**config.mk**
```make
export PLATFORM = sky130hd
export DESIGN_NAME = combination_store_flat
export DESIGN_NICKNAME = d
export VERILOG_FILES = /design/src/rtl/combination_store_if.sv /design/src/rtl/combination_store.sv /design/src/flat_wrapper.sv
export SDC_FILE = /design/constraint.sdc
export NUM_CORES = 1
export LEC_CHECK = 0
export ABC_AREA = 1
export CAP_MARGIN = 15
export CORE_MARGIN = 5
export CORE_UTILIZATION = 45
export DETAILED_ROUTE_END_ITERATION = 10
export GPL_TIMING_DRIVEN = 0
export PLACE_DENSITY = 0.72
export SLEW_MARGIN = 15
export SYNTH_ARGS = -nofsm -noshare
export SYNTH_HDL_FRONTEND = slang
export SYNTH_SLANG_ARGS = --single-unit
```
**constraint.sdc**
```tcl
create_clock -name Clock -period 1.7 [get_ports Clock]
set_input_delay 0.34 -clock Clock [delete_from_list [all_inputs] [get_ports Clock]]
set_output_delay 0.34 -clock Clock [all_outputs]
set_load 0.005 [all_outputs]
```
**src/rtl/combination_store_if.sv**
```systemverilog
// Keypad/lock-FSM side of the combination store: digit strobes, commit strobes and match status.
// Strobes are single-cycle with no ready; the store accepts every cycle.
interface combination_store_if #(
    parameter int DIGIT_W    = 4,
    parameter int NUM_DIGITS = 4
);
    localparam int CNT_W = $clog2(NUM_DIGITS + 1);

    logic [DIGIT_W-1:0] Digit;
    logic               DigitValid;
    logic               Clear;
    logic               Enter;
    logic               Change;
    logic               New;
    logic               isCorrect;
    logic [CNT_W-1:0]   EntryCount;
    logic               EntryFull;

    modport master (
        output Digit, DigitValid, Clear, Enter, Change, New,
        input  isCorrect, EntryCount, EntryFull
    );

    modport slave (
        input  Digit, DigitValid, Clear, Enter, Change, New,
        output isCorrect, EntryCount, EntryFull
    );
endinterface

```
**src/rtl/combination_store.sv**
```systemverilog
// Lock code + keyed-entry buffer; isCorrect is 0-cycle from registers, updates land next edge.
// No backpressure: digits beyond a full buffer are dropped. ENTRY_TIMEOUT_EN adds an idle flush.
module combination_store #(
    parameter int                              DIGIT_W        = 4,
    parameter int                              NUM_DIGITS     = 4,
    parameter logic [DIGIT_W*NUM_DIGITS-1:0]   DEFAULT_CODE   = 16'h1234
`ifdef ENTRY_TIMEOUT_EN
    ,
    parameter int                              TIMEOUT_CYCLES = 1000
`endif
) (
    input  logic                Clock,
    input  logic                Resetn,
    combination_store_if.slave  bus
);
    localparam int CODE_W = DIGIT_W * NUM_DIGITS;
    localparam int CNT_W  = $clog2(NUM_DIGITS + 1);

    logic [CODE_W-1:0] code_q,  code_d;
    logic [CODE_W-1:0] entry_q, entry_d;
    logic [CNT_W-1:0]  count_q, count_d;
    logic              entry_full;
    logic              any_strobe;
    logic              timeout_hit;

    assign entry_full = (count_q == CNT_W'(NUM_DIGITS));
    assign any_strobe = bus.DigitValid | bus.Clear | bus.Enter | bus.Change;

`ifdef ENTRY_TIMEOUT_EN
    localparam int IDLE_W = $clog2(TIMEOUT_CYCLES + 1);
    localparam logic [IDLE_W-1:0] IDLE_LAST = IDLE_W'(TIMEOUT_CYCLES - 1);

    logic [IDLE_W-1:0] idle_q, idle_d;

    assign timeout_hit = (count_q != '0) && (idle_q == IDLE_LAST);

    always_comb begin
        idle_d = idle_q;
        if (any_strobe || timeout_hit) begin
            idle_d = '0;
        end else if ((count_q != '0) && (idle_q != IDLE_LAST)) begin
            idle_d = idle_q + IDLE_W'(1);
        end
    end

    always_ff @(posedge Clock or negedge Resetn) begin
        if (!Resetn) begin
            idle_q <= '0;
        end else begin
            idle_q <= idle_d;
        end
    end
`else
    assign timeout_hit = 1'b0;
`endif

    // Clear beats Enter/Change beats a digit; the commit uses the pre-edge entry.
    always_comb begin
        code_d  = code_q;
        entry_d = entry_q;
        count_d = count_q;
        if (bus.Clear) begin
            entry_d = '0;
            count_d = '0;
        end else if (bus.Enter || bus.Change) begin
            if (bus.New && bus.Enter && entry_full) begin
                code_d = entry_q;
            end
            entry_d = '0;
            count_d = '0;
        end else if (bus.DigitValid) begin
            if (!entry_full) begin
                entry_d = (entry_q << DIGIT_W) | CODE_W'(bus.Digit);
                count_d = count_q + CNT_W'(1);
            end
        end else if (timeout_hit) begin
            entry_d = '0;
            count_d = '0;
        end
    end

    always_ff @(posedge Clock or negedge Resetn) begin
        if (!Resetn) begin
            code_q  <= DEFAULT_CODE;
            entry_q <= '0;
            count_q <= '0;
        end else begin
            code_q  <= code_d;
            entry_q <= entry_d;
            count_q <= count_d;
        end
    end

    assign bus.isCorrect  = entry_full && (entry_q == code_q);
    assign bus.EntryCount = count_q;
    assign bus.EntryFull  = entry_full;
endmodule

```
**src/flat_wrapper.sv**
```systemverilog
// flat-port wrapper written by rule: the top's interface ports become plain ports
module combination_store_flat 
#(
    parameter int                              DIGIT_W        = 4,
    parameter int                              NUM_DIGITS     = 4,
    parameter logic [DIGIT_W*NUM_DIGITS-1:0]   DEFAULT_CODE   = 16'h1234

)
  (Clock, Resetn, bus_Digit, bus_DigitValid, bus_Clear, bus_Enter, bus_Change, bus_New, bus_isCorrect, bus_EntryCount, bus_EntryFull);
  combination_store_if #(.DIGIT_W(DIGIT_W), .NUM_DIGITS(NUM_DIGITS)) bus_i ();
  input  logic Clock;
  input  logic Resetn;
  input wire logic [$bits(bus_i.Digit)-1:0] bus_Digit;
  input wire logic [$bits(bus_i.DigitValid)-1:0] bus_DigitValid;
  input wire logic [$bits(bus_i.Clear)-1:0] bus_Clear;
  input wire logic [$bits(bus_i.Enter)-1:0] bus_Enter;
  input wire logic [$bits(bus_i.Change)-1:0] bus_Change;
  input wire logic [$bits(bus_i.New)-1:0] bus_New;
  output wire logic [$bits(bus_i.isCorrect)-1:0] bus_isCorrect;
  output wire logic [$bits(bus_i.EntryCount)-1:0] bus_EntryCount;
  output wire logic [$bits(bus_i.EntryFull)-1:0] bus_EntryFull;
  assign bus_i.Digit = bus_Digit;
  assign bus_i.DigitValid = bus_DigitValid;
  assign bus_i.Clear = bus_Clear;
  assign bus_i.Enter = bus_Enter;
  assign bus_i.Change = bus_Change;
  assign bus_i.New = bus_New;
  assign bus_isCorrect = bus_i.isCorrect;
  assign bus_EntryCount = bus_i.EntryCount;
  assign bus_EntryFull = bus_i.EntryFull;
  combination_store #(.DIGIT_W(DIGIT_W), .NUM_DIGITS(NUM_DIGITS), .DEFAULT_CODE(DEFAULT_CODE)) u_core (.Clock(Clock), .Resetn(Resetn), .bus(bus_i));
endmodule
```
Word-level counts from Yosys, hierarchy flattened
Index checks and enable logic that the tools add are counted.

Output and inout port bits: 5. Logic and storage cells: 24. ROM bits: 0. Memories kept: 0. Bits in writable memories: 0. Register bits: 35. Latch bits: 0.

$mul: 0. $lt $le $gt $ge: 0. Add/subtract/negate cells: 1. Muxes and demuxes: 8. Div/mod/pow operators: 0. Shift operators: 0. Bitwise logic cells: 2. Reduce and logical (&&, ||, !) cells: 7. Equal/unequal tests: 3.

Operators with widths (number): $mux W16 (4); $eq A16 B16 Y1 (1); $or A16 B4 Y16 (1); $mux W3 (4); $add A3 B1 Y3 const B (1); $eq A3 B3 Y1 const B (1); $logic_and A1 B1 Y1 (3); $ne A3 B3 Y1 const B (1); $reduce_and A3 Y1 (1); $reduce_bool A3 Y1 (1); $reduce_and A2 Y1 (1); $logic_or A1 B1 Y1 (1); $not A1 Y1 (1).

Logic depth before layout (Yosys ltp)
Gate-level depths: netlist (run 1).

Depth in word-level cells: 5. Gate-level depth with buffers: 9. Gate-level depth less buffers: 9.

Worst setup path before layout (run 1)
No wires, ideal clock.

Path type: reg2out. From: register u_core.count_q[0], in the netlist u_core.bus.EntryCount[0]. To: output port bus_isCorrect. Stages on the path, launching flop included: 9. Data arrival time: 1104 ps. Required time: 1360 ps. Setup slack: 256 ps. Cells stage by stage: dfrtp_1 inv_1 ha_1 nand2_1 a21oi_1 nand2_1 nor2_1 nand3_1 nor2_1.

Word-level cells in the longest chain between the ends: 2.

RTL lines: from (decl) (RTL line combination_store.sv:21) `logic [CNT_W-1:0] count_q, count_d;`; from (signal assigned) (RTL line combination_store.sv:90) `count_q <= count_d;`; $eq A3 B3 Y1 (RTL line combination_store.sv:26) `assign entry_full = (count_q == CNT_W'(NUM_DIGITS));`; $logic_and A1 B1 Y1 (RTL line combination_store.sv:94) `assign bus.isCorrect = entry_full && (entry_q == code_q);`; to (decl) (RTL line flat_wrapper.sv:19) `output wire logic [$bits(bus_i.isCorrect)-1:0] bus_isCorrect;`.

Every way passes these cells.

Worst setup path after layout (run 1)
Same ends and word-level chain as after synthesis.

==> results of run 1 <==
## path summary, 6_finish.rpt
check                                                          start                             end  slack (ns)  cells past startpoint
min in group Clock                     u_core.code_q[11]$_DFFE_PN0P_   u_core.code_q[11]$_DFFE_PN0P_        0.50                      2
worst max register to register  u_core.bus.EntryCount[0]$_DFFE_PN0P_    u_core.code_q[7]$_DFFE_PN0P_        0.15                      8
worst max-delay path            u_core.bus.EntryCount[0]$_DFFE_PN0P_                   bus_isCorrect       -0.22                      9
max in group asynchronous                                     Resetn    u_core.code_q[2]$_DFFE_PN1P_        0.77                      3
worst min register to register         u_core.code_q[11]$_DFFE_PN0P_   u_core.code_q[11]$_DFFE_PN0P_        0.50                      2
worst min-delay path                                          Resetn  u_core.entry_q[12]$_DFFE_PN0P_        0.43                      2
## cells by family (layout without fill, tap and decap cells)
| logic type | Yosys count | after routing |
|---|---|---|
| buffers and inverters | 42 | 74 |
| adder cells (fa/ha/maj) | 2 | 2 |
| flip-flops | 35 | 35 |
| AO/OA/AOI/OAI | 40 | 40 |
| XOR/XNOR | 3 | 3 |
| AND/OR/NAND/NOR | 73 | 73 |
## report_power, final
| group | internal (mW) | switching, mW |
|---|---|---|
| registers | 0.835 | 0.00145 |
| clock network | 0.165 | 0.267 |
| logic | 0.0390 | 0.0402 |
## cell usage after synthesis, types with 2 or more instances
cell type	number
nand3_1	3
nor2_1	9
o21ai_0	26
dfrtp_1	30
inv_1	37
dfstp_2	5
o22ai_1	13
xor2_1	2
buf_2	3
nand2_1	57
ha_1	2
## flip-flops by register name, summed over array words and instances, names as in the netlist
signal	cells
u_core.bus.EntryCount	3
u_core.entry_q	16
u_core.code_q	16
## layout make-up
cell class,instances,area [µm²]
clock buffer,8,48.80
timing repair buffer,24,232.7
inverter,37,138.9
multi-input combinational,118,586.8
tap,46,57.56
buffer,5,33.78
fill,302,1409
sequential,35,882.1
## what timing repair did
item,4_1_cts,5_1_grt
endpoints found under the hold margin,10,0
pin swaps,3,4
hold buffers,1,0
buffers inserted,3,4
gates resized for setup,12,12
cloned,0,0
setup endpoints to repair,12,17
## layer usage
metal / wire (µm) / vias up / track usage (%) / share of wire, %
met1: 1628 / 622 / 20.05 / 46
met2: 1762 / 13 / 24.89 / 50
li1: - / 671 / - / -
met5: 0 / - / 0 / 0
met4: 38 / 0 / 4.681 / 1.1
met3: 106 / 5 / 5.362 / 3.0
==> results.py, run 1 <==
metrics = {
    "outcome": {
        "outcome": "complete, but fails checks",
        "violations": "negative setup slack",
    },
    "detailed_routing": {
        "postRouteAntennaNets": 0,
        "vias": 1311,
        "first_pass_iters": 5,
        "drt-initial-drc-count": 54,
        "wl_mm": 3.536,
        "post_drt_wl_per_cell_um": 12.95,
        "drc_errors": 0,
        "vias_per_cell": 4.802,
    },
    "global_routing": {
        "grt_pass1_vias": 1278,
        "track_usage_pct": 15.62,
        "grt_first_pass_wirelength_mm": 5.989,
        "grt_overflow": 0,
        "grt_max_degree": 24,
        "antenna_found_initial": 0,
    },
    "yosys": {
        "netlist_area_um2": 1607,
        "synthAdderAreaFrac_pct": 1.558,
        "yosysSeqAreaShare_pct": 54.91,
        "synthMuxAreaShare_pct": 0,
        "synth_top_area_cell": "dfrtp_1",
        "synth_ff_type": "dfrtp_1",
        "synth_top_area_share_pct": 46.73,
        "syn_area_per_cell_um2": 8.239,
        "syn_nets": 208,
        "ys_seq_elements": 35,
        "syn_inst": 195,
        "synth.area.top_cells": "dfrtp_1 (47%), nand2_1 (13%), inv_1 (8.6%)",
        "synth_xor_area_share_pct": 1.636,
        "synth_top_family_by_area": "simple AND/OR/NAND/NOR gates",
        "async_flop_share_pct": 100.0,
        "synth_edf_count": 0,
        "ys_types": 19,
        "synth_compound_area_share_pct": 13.47,
        "yosys_warnings": 0,
        "yosys.area_share.simple_pct": 17.91,
    },
    "power": {
        "p_leak_nw": 0.9417,
        "totalPowerFinal_mw": 1.348,
        "max-vdd-ir-drop_v": 0.0004250,
        "p_per_area_nw_per_um2": 680.6,
    },
    "cells_and_area": {
        "area.growth.synth_to_final_pct": 23.29,
        "layout_common_cells": "nand2_1 (55), inv_1 (35), dfrtp_1 (30), o21ai_0 (26), o22ai_1 (13)",
        "design_area_um2": 1981,
        "layout_commonest_cell": "nand2_1",
        "nNetsFinal": 239,
        "finish.utilization_pct": 58.43,
        "insertedDiodeCount": 0,
        "stdcell_count": 273,
        "drive_gt1_share_pct": 15.86,
    },
    "sta": {
        "skew_ns": 0.007642,
        "worst_slew_pin_slew_ns": 0.3409,
        "clock.fmax_ghz": 0.5221,
        "rsz0062_at_grt": "true",
        "timing.hold.ws_ns": 0.4281,
        "finalSetupViolations": 1,
        "relSlewSlack_pct": 77.28,
        "fin_crit_sh_pct": 112.7,
        "fin_ws_ns": -0.2153,
        "slew_violations": 0,
        "period_needed_ns": 1.915,
        "final-hold-violation-count": 0,
        "tns_ns": -0.2153,
    },
    "worst_setup_path": {
        "crit_path_cell_trace": "inv_2, ha_4, nand2_4, a21oi_2, nand2_1, nor2_1, nand3_1, nor2_2, buf_2",
        "path_buf_inv": 2,
        "worst_setup_path_start_kind": "register",
        "crit_path_top_delay_cell": "dfrtp_1",
        "cp_top_family": "flip-flops",
        "crit_type": "reg -> out",
        "critPathMaxStageDelay_ns": 0.41,
        "cp_max_fo": 3,
        "cp_data_required_time_ns": 1.36,
        "worstPathArrival_ns": 1.58,
        "critPathCaptureType": "output port",
    },
    "floorplan": {
        "die_h_um": 69.75,
        "core_area_um2": 3390,
        "initial_core_util_pct": 47.40,
        "dieArea_um2": 4865,
        "die_width_um": 69.75,
        "io_pins": 16,
        "rows": 21,
    },
    "placement": {
        "dp.cells": 257,
        "dp.final_hpwl_mm": 2.379,
        "place_ws_ns": -0.4026,
        "portBuffers": 15,
        "dpl-instance-area_um2": 1837,
        "place_congestion": 0.7788,
    },
    "job": {
        "max_cap_viol_count": 0,
    },
    "worst_hold_path": {
        "hold_class": "in -> async",
    },
    "clocking": {
        "cts_sinks": 35,
        "clockRootBuffer": "clkbuf_4",
        "clock_latency_ns": 0.34,
        "cts_buffers": 5,
        "tritoncts": "built",
        "clk_path_buf_depth": 2,
        "clk_pin_slew_ns": 0.10,
        "h-tree-depth": 2,
    },
}
No activity file was read; power rests on OpenSTA's default activity.
==> run 2: changes to the inputs <==
Settings changed: CTS_BUF_LIST set to sky130_fd_sc_hd__clkbuf_8.
==> results.py, run 2 (synthesized netlist as in run 1, its figures left out) <==
metrics = {
    "outcome": {
        "outcome": "complete, but fails checks",
        "violations": "negative setup slack",
    },
    "global_routing": {
        "grt_first_pass_wirelength_mm": 5.968,
        "grt_pass1_vias": 1282,
        "grt_max_degree": 24,
        "grt_overflow": 0,
        "antenna_found_initial": 0,
        "track_usage_pct": 15.65,
    },
    "placement": {
        "place_ws_ns": -0.4026,
        "portBuffers": 15,
        "dp.final_hpwl_mm": 2.379,
        "dpl-instance-area_um2": 1837,
        "place_congestion": 0.7788,
    },
    "cells_and_area": {
        "nNetsFinal": 237,
        "design_area_um2": 1993,
        "area.growth.synth_to_final_pct": 24.07,
        "drive_gt1_share_pct": 14.67,
        "layout_common_cells": "nand2_1 (55), inv_1 (38), dfrtp_1 (30), o21ai_0 (26), o22ai_1 (13)",
        "layout_commonest_cell": "nand2_1",
        "num-fill-cells": 301,
        "insertedDiodeCount": 0,
    },
    "clocking": {
        "tritoncts": "built",
        "clk_pin_slew_ns": 0.07,
        "clk_path_buf_depth": 2,
        "cts_buffers": 5,
        "cts_sinks": 35,
        "clockRootBuffer": "clkbuf_8",
        "clock_latency_ns": 0.28,
        "h-tree-depth": 2,
    },
    "power": {
        "internal_power_mw": 1.147,
        "p_switching_mw": 0.3237,
        "p_sw_share_pct": 22.00,
        "totalPowerFinal_mw": 1.471,
        "p_leak_nw": 0.9063,
        "p_comb_share_pct": 5.3,
        "p_per_area_nw_per_um2": 737.9,
        "clockPowerShare_pct": 37.8,
        "max-vdd-ir-drop_v": 0.0005325,
        "seq_power_share_pct": 56.9,
    },
    "detailed_routing": {
        "drc_errors": 0,
        "drt-initial-drc-count": 56,
        "post_drt_wl_per_cell_um": 12.46,
        "first_pass_iters": 5,
        "postRouteAntennaNets": 0,
        "vias_per_cell": 4.790,
        "vias": 1298,
        "wl_mm": 3.378,
    },
    "sta": {
        "clock.fmax_ghz": 0.5460,
        "timing.hold.ws_ns": 0.4848,
        "tns_ns": -0.1314,
        "finalSetupViolations": 1,
        "fin_ws_ns": -0.1314,
        "period_needed_ns": 1.831,
        "rsz0062_at_grt": "true",
        "fin_crit_sh_pct": 107.7,
        "slew_violations": 0,
        "skew_ns": 0.003623,
        "relSlewSlack_pct": 77.51,
        "worst_slew_pin_slew_ns": 0.3374,
        "final-hold-violation-count": 0,
    },
    "worst_setup_path": {
        "r2r_slack_ns": 0.16,
        "critPathCaptureType": "output port",
        "cp_max_fo": 3,
        "cp_data_required_time_ns": 1.36,
        "crit_type": "reg -> out",
        "r2r_end": "u_core.code_q[7]$_DFFE_PN0P_",
        "r2r_start": "u_core.bus.EntryCount[0]$_DFFE_PN0P_",
        "worstPathArrival_ns": 1.49,
        "worst_setup_path_start_kind": "register",
        "r2r_cells": 7,
    },
    "floorplan": {
        "core_area_um2": 3390,
        "dieArea_um2": 4865,
        "die_h_um": 69.75,
        "rows": 21,
        "die_width_um": 69.75,
        "initial_core_util_pct": 47.40,
        "io_pins": 16,
    },
    "worst_hold_path": {
        "hold_class": "in -> async",
    },
    "job": {
        "max_cap_viol_count": 0,
    },
}
[run 2: cell types whose count changed in the layout (fill, tap and decap cells not counted), sizes merged]
cell,before,now
inv,37,40
clkbuf,10,7
buf,14,11
dlygate4sd2,0,1
dlymetal6s2s,3,0
clkdlybuf4s50,9,12
[run 2: critical path, cell delays in order, from the launching register on]
cell	delay [ns]
dfrtp_1	0.39
inv_2	0.08
ha_4	0.14
nand2_4	0.06
a21oi_2	0.11
nand2_1	0.06
nor2_1	0.08
nand3_1	0.08
nor2_2	0.09
buf_2	0.11
[run 2: metrics by stage]
stage | cells | utilization, %
finish | 271 | 58.80
global route | 271 | 58.80
CTS | 269 | 58.03
detailed placement | 257 | 54.19
global placement | 256 | 53.53
floorplan | 195 | -
[run 2: area by class of cell]
class	count	area (µm²)	share of cell area, %
clock inverters	3	11.26	0.5650
repair buffers	22	214.0	10.73
clock buffers	5	68.82	3.453
well taps	46	57.56	2.888
plain buffers	5	33.78	1.695
multi-input cells	118	586.8	29.44
inverters	37	138.9	6.968
flip-flops and latches	35	882.1	44.26
[run 2: timing repair]
action | 4_1_cts | 5_1_grt
endpoints found under the hold margin | 10 | 0
gates resized for setup | 12 | 6
endpoints found under the setup margin | 11 | 11
setup buffers | 3 | 2
hold buffers | 1 | 0
pin swaps | 3 | 4
[run 2: metal layers]
metal | track usage (%) | part of all wire [%]
met3 | 4.058 | 3.7
met1 | 19.78 | 46
met5 | 0 | 0
met2 | 24.26 | 48
met4 | 8.723 | 2.5
[run 2: power groups by stage]
stage	combinational (mW)	clock, mW	sequential (mW)
after floorplan	0.0190	0	0.853
after global placement	0.0654	0	0.853
after detailed placement	0.0727	0	0.853
after CTS	0.0789	0.566	0.837
after global routing	0.0878	0.600	0.837
final	0.0775	0.556	0.837
[run 2: how the worst max path moves through the flow]
stage / startpoint / to / slack [ns] / depth (start not counted)
after floorplan: u_core.bus.EntryCount[0]$_DFFE_PN0P_ / bus_isCorrect / 0.26 / 8
after global placement: Resetn / u_core.bus.EntryCount[0]$_DFFE_PN0P_ / -0.48 / 1
after detailed placement: u_core.bus.EntryCount[0]$_DFFE_PN0P_ / bus_isCorrect / -0.40 / 9
after CTS: u_core.bus.EntryCount[0]$_DFFE_PN0P_ / bus_isCorrect / -0.18 / 9
after global routing: u_core.bus.EntryCount[0]$_DFFE_PN0P_ / bus_isCorrect / -0.27 / 9
final: u_core.bus.EntryCount[0]$_DFFE_PN0P_ / bus_isCorrect / -0.13 / 9
==> run 3: changes to the inputs <==
Settings changed: RECOVER_POWER set to 100.
==> results.py, run 3 (synthesized netlist as in run 1, its figures left out) <==
metrics = {
    "detailed_routing": {
        "drt-initial-drc-count": 55,
        "postRouteAntennaNets": 0,
        "first_pass_iters": 4,
        "post_drt_wl_per_cell_um": 12.39,
        "wl_mm": 3.358,
        "vias_per_cell": 4.779,
        "vias": 1295,
        "drc_errors": 0,
    },
    "floorplan": {
        "io_pins": 16,
        "die_h_um": 69.75,
        "rows": 21,
        "initial_core_util_pct": 47.40,
        "core_area_um2": 3390,
        "die_width_um": 69.75,
        "dieArea_um2": 4865,
    },
    "clocking": {
        "h-tree-depth": 2,
        "tritoncts": "built",
        "clk_path_buf_depth": 2,
        "cts_sinks": 35,
        "clk_pin_slew_ns": 0.07,
        "clockRootBuffer": "clkbuf_8",
        "cts_buffers": 5,
        "clock_latency_ns": 0.28,
    },
    "sta": {
        "tns_ns": -0.1437,
        "relSlewSlack_pct": 56.02,
        "clock.fmax_ghz": 0.5465,
        "rsz0062_at_grt": "true",
        "fin_crit_sh_pct": 107.6,
        "final-hold-violation-count": 0,
        "worst_slew_pin_slew_ns": 0.6597,
        "skew_ns": 0.003736,
        "finalSetupViolations": 3,
        "fin_ws_ns": -0.1298,
        "period_needed_ns": 1.830,
        "slew_violations": 0,
    },
    "worst_setup_path": {
        "startpoint": "u_core.bus.EntryCount[0]$_DFFE_PN0P_",
        "crit_path_top_delay_cell": "dfrtp_1",
        "cp_data_required_time_ns": 1.36,
        "cp_top_family": "flip-flops",
        "r2r_cells": 8,
        "critPathMaxStageDelay_ns": 0.39,
        "cp_max_fo": 3,
        "path_buf_inv": 2,
        "worst_setup_path_start_kind": "register",
        "cp.depth": 9,
        "r2r_slack_ns": 0.13,
        "crit_path_cell_trace": "inv_2, ha_4, nand2_4, a21oi_2, nand2_1, nor2_1, nand3_1, nor2_2, buf_2",
        "r2r_end": "u_core.code_q[7]$_DFFE_PN0P_",
        "critPathCaptureType": "output port",
        "r2r_start": "u_core.bus.EntryCount[0]$_DFFE_PN0P_",
        "critPathCapture": "bus_isCorrect",
        "worstPathArrival_ns": 1.49,
        "crit_type": "reg -> out",
    },
    "outcome": {
        "outcome": "complete, but fails checks",
        "violations": "negative setup slack",
    },
    "cells_and_area": {
        "layout_common_cells": "nand2_1 (56), inv_1 (38), dfrtp_1 (30), o21ai_0 (26), o22ai_1 (13)",
        "design_area_um2": 1963,
        "nNetsFinal": 237,
        "num-fill-cells": 307,
        "insertedDiodeCount": 0,
        "area.growth.synth_to_final_pct": 22.20,
        "drive_gt1_share_pct": 12.89,
        "layout_commonest_cell": "nand2_1",
        "finish.utilization_pct": 57.92,
    },
    "power": {
        "max-vdd-ir-drop_v": 0.0005411,
        "clockPowerShare_pct": 37.9,
        "p_per_area_nw_per_um2": 744.3,
        "p_switching_mw": 0.3203,
        "internal_power_mw": 1.141,
        "seq_power_share_pct": 57.3,
        "p_sw_share_pct": 21.92,
        "p_comb_share_pct": 4.7,
        "p_leak_nw": 0.8923,
    },
    "global_routing": {
        "antenna_found_initial": 0,
        "grt_pass1_vias": 1282,
        "track_usage_pct": 15.65,
        "grt_overflow": 0,
        "grt_max_degree": 24,
        "grt_first_pass_wirelength_mm": 5.968,
    },
    "worst_hold_path": {
        "hold_class": "reg -> reg",
    },
    "placement": {
        "place_congestion": 0.7788,
        "dpl-instance-area_um2": 1837,
        "dp.final_hpwl_mm": 2.379,
        "portBuffers": 15,
    },
    "job": {
        "max_cap_viol_count": 0,
    },
}
==> run 3: power groups by stage <==
stage / clock, mW / combinational (mW) / sequential (mW)
floorplan: 0 / 0.0190 / 0.853
global placement: 0 / 0.0654 / 0.853
detailed placement: 0 / 0.0727 / 0.853
CTS: 0.566 / 0.0789 / 0.837
global route: 0.600 / 0.0795 / 0.837
finish: 0.554 / 0.0692 / 0.837
==> run 3: final cells by class <==
class | count | area, µm² | area share, %
Inverter | 37 | 138.9 | 7.075
Timing Repair Buffer | 22 | 188.9 | 9.624
Tap cell | 46 | 57.56 | 2.932
Multi-Input combinational cell | 118 | 581.8 | 29.64
Sequential cell | 35 | 882.1 | 44.93
Clock inverter | 3 | 11.26 | 0.5736
Buffer | 5 | 33.78 | 1.721
Clock buffer | 5 | 68.82 | 3.505
==> run 3: worst min-delay path, cell delays in order (launching register included) <==
cell     delay [ns]
dfrtp_1        0.34
nand2_1        0.05
o21ai_0        0.06
==> run 3: worst min path at each step <==
| stage | endpoint | slack (ns) | startpoint | cells after the start |
|---|---|---|---|---|
| 2_1_floorplan | u_core.bus.EntryCount[0]$_DFFE_PN0P_ | 0.04 | Resetn | 0 |
| 3_3_place_gp | u_core.code_q[3]$_DFFE_PN0P_ | 0.47 | u_core.code_q[3]$_DFFE_PN0P_ | 2 |
| 3_5_place_dp | u_core.code_q[13]$_DFFE_PN0P_ | 0.26 | Resetn | 1 |
| 4_1_cts | u_core.code_q[6]$_DFFE_PN0P_ | 0.49 | Resetn | 2 |
| 5_1_grt | u_core.code_q[5]$_DFFE_PN1P_ | 0.52 | u_core.code_q[5]$_DFFE_PN1P_ | 2 |
| 6_report | u_core.code_q[11]$_DFFE_PN0P_ | 0.49 | u_core.code_q[11]$_DFFE_PN0P_ | 2 |
==> run 3: metal layers <==
metal / track usage (%) / routed length [µm] / up-vias
met5: 0 / 0 / -
met3: 4.058 / 136 / 5
met1: 19.78 / 1538 / 603
met2: 24.26 / 1627 / 21
met4: 8.723 / 57 / 0
li1: - / - / 666
==> run 3: repair_timing <==
action / 4_1_cts / 5_1_grt
buffers inserted: 3 / 2
setup endpoints to repair: 11 / 11
gates resized for setup: 12 / 6
hold endpoints to repair: 10 / 0
pin swaps: 3 / 4
hold buffers: 1 / 0
==> run 3: through the flow <==
step | setup WS (ns) | hold WS (ns) | power, mW | std cells
floorplan | 0.2557 | 0.04441 | 0.8716 | 195
global placement | -0.4787 | 0.4689 | 0.9180 | 256
detailed placement | -0.4026 | 0.2617 | 0.9254 | 257
CTS | -0.1770 | 0.4880 | 1.483 | 269
global route | -0.2741 | 0.5172 | 1.517 | 271
finish | -0.1298 | 0.4883 | 1.461 | 271
